## src/rtl/abuf_rd_sched.sv

```systemverilog
// Activation buffer read sequencer: reuse-reads a tile for NROUND-1 rounds, then
// consumes it on the final round, paced by buffer occupancy and MAC readiness.
//
// state  | meaning
// IDLE   | waiting for cfg_start; counters cleared
// REUSE  | non-consuming reads, reuse pointer rewound at end of each round
// FINAL  | consuming reads for the last round
// DONE   | single-cycle completion (ctrl_done, ctrl_err for illegal config)
module abuf_rd_sched #(
  parameter int ABUF_DEPTH = 64,
  parameter int VEC_W      = $clog2(ABUF_DEPTH) + 1,
  parameter int RND_W      = 8
) (
  input  logic             clk,
  input  logic             rst,
  input  logic             cfg_start,
  input  logic [VEC_W-1:0] cfg_nvec,
  input  logic [RND_W-1:0] cfg_nround,
  input  logic             cfg_abort,
  output logic             ctrl_busy,
  output logic             ctrl_done,
  output logic             ctrl_err,
  input  logic             abuf_empty,
  input  logic             abuf_reuse_empty,
  input  logic             mac_ready,
  output logic             abuf_ren,
  output logic             abuf_reuse_ren,
  output logic             abuf_reuse_rst,
  output logic             tag_valid,
  output logic             tag_vec_last,
  output logic             tag_rnd_last
);

  localparam logic [1:0] ST_IDLE  = 2'd0;
  localparam logic [1:0] ST_REUSE = 2'd1;
  localparam logic [1:0] ST_FINAL = 2'd2;
  localparam logic [1:0] ST_DONE  = 2'd3;

  localparam logic [VEC_W-1:0] VEC_ONE = {{(VEC_W-1){1'b0}}, 1'b1};
  localparam logic [RND_W-1:0] RND_ONE = {{(RND_W-1){1'b0}}, 1'b1};
  localparam logic [VEC_W-1:0] DEPTH_V = VEC_W'(ABUF_DEPTH);

  logic [1:0]       state_q, state_d;
  logic [VEC_W-1:0] nvec_q, nvec_d;
  logic [RND_W-1:0] nround_q, nround_d;
  logic [VEC_W-1:0] vec_cnt_q, vec_cnt_d;
  logic [RND_W-1:0] rnd_cnt_q, rnd_cnt_d;
  logic             err_q, err_d;

  logic [VEC_W-1:0] nvec_m1;
  logic [RND_W-1:0] nround_m1;
  logic [RND_W-1:0] rnd_nxt;
  logic             vec_last;
  logic             cfg_bad;
  logic             issue_reuse;
  logic             issue_final;
  logic             issue;

  always_comb begin
    nvec_m1     = nvec_q - VEC_ONE;
    nround_m1   = nround_q - RND_ONE;
    rnd_nxt     = rnd_cnt_q + RND_ONE;
    vec_last    = (vec_cnt_q == nvec_m1);
    cfg_bad     = (cfg_nvec == '0) || (cfg_nround == '0) || (cfg_nvec > DEPTH_V);
    // abort suppresses the read strobes in its own cycle
    issue_reuse = (state_q == ST_REUSE) && mac_ready && !abuf_reuse_empty && !cfg_abort;
    issue_final = (state_q == ST_FINAL) && mac_ready && !abuf_empty && !cfg_abort;
    issue       = issue_reuse || issue_final;
  end

  assign abuf_reuse_ren = issue_reuse;
  assign abuf_reuse_rst = issue_reuse && vec_last;
  assign abuf_ren       = issue_final;
  assign ctrl_busy      = (state_q != ST_IDLE);
  assign ctrl_done      = (state_q == ST_DONE);
  assign ctrl_err       = (state_q == ST_DONE) && err_q;

  always_comb begin
    state_d   = state_q;
    nvec_d    = nvec_q;
    nround_d  = nround_q;
    vec_cnt_d = vec_cnt_q;
    rnd_cnt_d = rnd_cnt_q;
    err_d     = err_q;

    case (state_q)
      ST_IDLE: begin
        if (cfg_start) begin
          nvec_d    = cfg_nvec;
          nround_d  = cfg_nround;
          vec_cnt_d = '0;
          rnd_cnt_d = '0;
          if (cfg_bad) begin
            err_d   = 1'b1;
            state_d = ST_DONE;
          end else begin
            err_d   = 1'b0;
            state_d = (cfg_nround > RND_ONE) ? ST_REUSE : ST_FINAL;
          end
        end
      end
      ST_REUSE: begin
        if (issue) begin
          if (vec_last) begin
            vec_cnt_d = '0;
            rnd_cnt_d = rnd_nxt;
            if (rnd_nxt == nround_m1) state_d = ST_FINAL;
          end else begin
            vec_cnt_d = vec_cnt_q + VEC_ONE;
          end
        end
      end
      ST_FINAL: begin
        if (issue) begin
          if (vec_last) begin
            vec_cnt_d = '0;
            rnd_cnt_d = '0;
            state_d   = ST_DONE;
          end else begin
            vec_cnt_d = vec_cnt_q + VEC_ONE;
          end
        end
      end
      default: begin
        state_d = ST_IDLE;
        err_d   = 1'b0;
      end
    endcase

    // buffer pointers are left where they are; the owner flushes them
    if (cfg_abort) begin
      state_d   = ST_IDLE;
      vec_cnt_d = '0;
      rnd_cnt_d = '0;
      err_d     = 1'b0;
    end
  end

  always_ff @(posedge clk) begin
    if (rst) begin
      state_q      <= ST_IDLE;
      nvec_q       <= '0;
      nround_q     <= '0;
      vec_cnt_q    <= '0;
      rnd_cnt_q    <= '0;
      err_q        <= 1'b0;
      tag_valid    <= 1'b0;
      tag_vec_last <= 1'b0;
      tag_rnd_last <= 1'b0;
    end else begin
      state_q      <= state_d;
      nvec_q       <= nvec_d;
      nround_q     <= nround_d;
      vec_cnt_q    <= vec_cnt_d;
      rnd_cnt_q    <= rnd_cnt_d;
      err_q        <= err_d;
      // tags follow the buffer's one-cycle read latency
      tag_valid    <= issue;
      tag_vec_last <= issue && vec_last;
      tag_rnd_last <= issue_final;
    end
  end

endmodule

```

## config.mk

```make
export PLATFORM = sky130hd
export DESIGN_NAME = abuf_rd_sched
export DESIGN_NICKNAME = d
export VERILOG_FILES = /design/src/rtl/abuf_rd_sched.sv
export SDC_FILE = /design/constraint.sdc
export NUM_CORES = 1
export LEC_CHECK = 0
export BUFFER_PORTS_ARGS = -buffer_cell sky130_fd_sc_hd__buf_2
export CAP_MARGIN = 20
export CORE_MARGIN = 3
export CORE_UTILIZATION = 56
export DETAILED_ROUTE_END_ITERATION = 16
export PLACE_DENSITY = 0.78
export SYNTH_ARGS = -nofsm -noshare
export SYNTH_HDL_FRONTEND = slang
export SYNTH_SLANG_ARGS = --single-unit
```

## constraint.sdc

```tcl
create_clock -name clk -period 3.2 [get_ports clk]
set_input_delay 0.96 -clock clk [delete_from_list [all_inputs] [get_ports clk]]
set_output_delay 0.96 -clock clk [all_outputs]
set_load 0.1 [all_outputs]
```

==> metrics.log <==
[metrics] run status: finished with violations
[metrics] violated checks: negative setup slack
[metrics] DR vias/cell: ~5.5
[metrics] flip-flop and latch count after synthesis: 36
[metrics] switching portion of total power: 0.299
[metrics] die height: ~67 microns
[metrics] areal power density over the cells: 495 nW/um^2
[metrics] fraction of final layout cells sized beyond drive strength 1: 0.215
[metrics] Peak supply drop: approximately 0.31 mV
[metrics] Worst Reg2Reg Path Length in Cells: 9
[metrics] clock sink total: 36
[metrics] port buffer count: 30
[metrics] number of max-cap violations: 0
[metrics] Yosys cell types: 40
[metrics] estimated wirelength of the detail-placed design: around 3400 microns
[metrics] number of antenna repair diodes: 0
[metrics] core footprint: between 3000 and 4000 sq um
[metrics] Tcrit/Tclk final: 1.01
[metrics] yosys warns: 0
[metrics] sequential share of power: 0.394
[metrics] post-placement worst setup slack: roughly 150 ps
[metrics] Cells after Synth: about 260
[metrics] sequential element share of the synthesized area: 0.342
[metrics] launch point of the worst path: nvec_q[1]
[metrics] Rel. slew slack: 0.651
[metrics] Avg Synthesized Cell Area: roughly 8.1 sq um
[metrics] total power: 1250 uW
[metrics] wire length of the first global-routing pass: ~8100 microns
[metrics] cell breakdown of the critical path: buf_6, or4_4, or3_1, a22oi_2, nand2_2, nor3_4, buf_12
[metrics] Hold Slack: approximately 470 ps
[metrics] First-pass DRT Iterations: 4
[metrics] clock slew at the register clock pins of the worst setup and hold paths: roughly 70 ps
[metrics] endpoint kind of the worst setup timing path: output port
[metrics] count of hold buffers inserted by post-cts repair: 0
[metrics] average wire length per cell after detail routing: roughly 14 microns
[metrics] CTS HTree Levels: 2
[metrics] later-pin clock latency in the skew report: around 290 ps
[metrics] Crit Path Category: register to output port
[metrics] Global Route met1 Usage: 0.300
[metrics] clock network power share: 0.359
[metrics] max incr delay on CP: 470 ps
[metrics] cell accounting for the most synthesized area: dfxtp_1
[metrics] Worst Max-Slew Pin Slew: 523 ps
[metrics] kind of start point of the critical path: register
[metrics] arrival time of the worst setup path: 2260 ps
[metrics] final setup vio count: 1
[metrics] worst min-delay path category: register to register
[metrics] beginning of the worst hold path: nvec_q[6]
[metrics] antenna violations before repair: 0
[metrics] met3 Track Usage GR: 0.0549
[metrics] number of placement rows: 21
[metrics] Synth-to-Final Area Change: 19.6%
[metrics] effective utilization at floorplan: 0.608
[metrics] static power due to leakage: ~0.0010 uW
[metrics] largest delay contributor family on the critical path: simple AND/OR/NAND/NOR gates
[metrics] GP Congestion: 0.855
[metrics] startpoint of the lowest-slack register-to-register path: nvec_q[1]
[metrics] number of vias in the routed layout: approximately 1900
[metrics] drt total wl: just under 5000 microns
[metrics] maximum number of pins on one net before global-route repair: 20
[metrics] Num CTS Buffers: 5
[metrics] post-layout minimum cycle time: about 3200 ps
[metrics] internal cell power: ~900 uW
[metrics] Comb pwr share: 0.247
[metrics] total grt overflow: 0
[metrics] setup TNS after final layout: -16.3 ps
[metrics] Synth Cell Area: 2110 sq um
[metrics] hold-critical path depth: 2
[metrics] number of primary I/O pins: 31
[metrics] number of buffer and inverter stages on the critical path: 2
[metrics] net switching power of the design: around 370 uW
[metrics] clock tree from TritonCTS: done
[metrics] clock skew: between 3 and 4 ps
[metrics] RSZ-0062 raised after global routing: yes
[metrics] die outline width: 67.4 microns
[metrics] number of failing hold endpoints at the final stage: 0
[metrics] total nets after synthesis: around 290
[metrics] final core utilization: 0.727
[metrics] Net count, final: 327
[metrics] final critical-path setup slack: -16.3 ps
[metrics] critical path depth: 7
[metrics] Max clock buf depth: 2
[metrics] cell type of the slowest stage on the worst timing path: or4_4
[metrics] library cell used as clock root buffer: clkbuf_8
[metrics] remaining antenna violation count after routing: 0
[metrics] top fanout value on the critical path: 2
[metrics] post-route DRC violation count: 0
[metrics] met2 global-route usage: 0.378
[metrics] maximum operating frequency: between 300 and 400 MHz
[metrics] via count of the first global-routing pass: 1795
[metrics] area enclosed by the die boundary: approximately 4500 sq um
[metrics] GRT Util Overall: 0.237
[metrics] required time reported for the critical path endpoint: ~2200 ps
[metrics] area share of the largest cell type after synthesis: 0.342
[metrics] global routing's busiest layer: met2
[metrics] count of pins over their slew limit: 0
[metrics] initial detailed-routing violation count: roughly 110
[metrics] cell types with the largest area share after synthesis: dfxtp_1, xnor2_1, nand2_1
-- synth_stat cells --
master    count
a21o_1        1
a21o_2        2
a21oi_1      24
a22oi_2       1
a311oi_1      1
a31oi_1       1
a41o_1        1
and2_1        6
and3_1        3
and4_1        2
clkbuf_1      7
dfxtp_1      36
ha_1          8
inv_1         9
mux2i_1       6
nand2_1      40
nand2_2       1
nand2b_1      6
nand3_1       8
nand3b_1      2
nand4_1       1
nor2_1       21
nor2b_1       4
nor3_1        9
nor3_4        1
nor3b_1       1
nor4_1        1
nor4_4        1
nor4b_1       1
o21ai_0       3
o21ai_1       5
o21ai_2       1
o31a_2        1
o41ai_1       1
or2_2         3
or3_1         2
or3b_1        3
or4_1         2
xnor2_1      23
xor2_1       12
-- final timing paths --
path                    end  slack (ps)
min               nvec_q[6]         470
max          abuf_reuse_rst         -20
max reg2reg    rnd_cnt_q[3]         630
min reg2reg       nvec_q[6]         470
-- area by class of cell --
| cell class | instances | area [sq um] |
|---|---|---|
| well taps | 46 | 57.6 |
| flip-flops and latches | 36 | 724 |
| clock inverters | 1 | 30.0 |
| fillers | 291 | 947 |
| clock buffers | 7 | 96.3 |
| repair buffers | 36 | 214 |
| inverters | 9 | 33.8 |
| multi-input cells | 209 | 1370 |
-- worst reg2reg max path, cell delays in order, from the launching register on --
cell	delay, ps
dfxtp_2	330
buf_6	110
or4_4	470
or3_1	370
a22oi_2	210
nand2_2	110
buf_4	170
nor3_4	230
or3b_1	370
a21oi_1	130
-- through the flow --
| step | cell area (sq um) | instances |
|---|---|---|
| floorplan | 2120 | 261 |
| detailed placement | 2330 | 332 |
| CTS | 2510 | 344 |
| global route | 2520 | 344 |
| global placement | 2330 | 332 |
| finish | 2520 | 344 |
-- cells in the final DEF (no fill, tap or decap), types with 4 or more instances in the layout --
cell / n
mux2i_1: 6
o21ai_1: 5
nand2_1: 40
xnor2_1: 23
dfxtp_1: 33
nand2b_1: 6
buf_4: 5
nor2_1: 21
nor3_1: 8
inv_1: 7
xor2_1: 12
nor2b_1: 4
nand3_1: 8
buf_2: 29
and2_1: 6
clkbuf_8: 7
ha_1: 7
a21oi_1: 24
-- power by group through the flow --
stage	registers, uW	logic, uW	clock network [uW]
6_report	492	308	448
5_1_grt	495	339	480
4_1_cts	491	302	453
3_5_place_dp	501	286	0
3_3_place_gp	500	281	0
2_1_floorplan	497	227	0
-- registers in the layout, indices dropped and copies added, names as in the netlist --
register / count
vec_cnt_q: 7
tag_valid: 1
tag_rnd_last: 1
err_q: 1
state_q: 2
nround_q: 8
nvec_q: 7
tag_vec_last: 1
rnd_cnt_q: 8
-- metal layers --
metal | share of wire | wire [microns] | up-vias
met5 | 0 | 0 | -
met4 | 0.028 | 136 | 0
met3 | 0.044 | 213 | 13
met2 | 0.45 | 2190 | 44
met1 | 0.48 | 2300 | 878
li1 | - | - | 955
-- repair_timing --
item / CTS / global route
setup endpoints to repair: 1 / 1
pin swaps: 7 / 2
buffers inserted: 4 / 0
gates resized for setup: 8 / 3
-- cell families (layout without fill, tap and decap cells) --
family,Yosys count,count (layout),share of synthesized area
and+or+nand+nor,118,118,0.290
xor gates and xnor gates,35,35,0.145
DFF,36,36,0.342
muxes,6,6,0.0285
AOI/OAI and AO/OA,42,42,0.119
adders and majority gates,8,8,0.0475
buffers and inverters,16,53,0.0285
No activity file was read; power rests on OpenSTA's default activity.
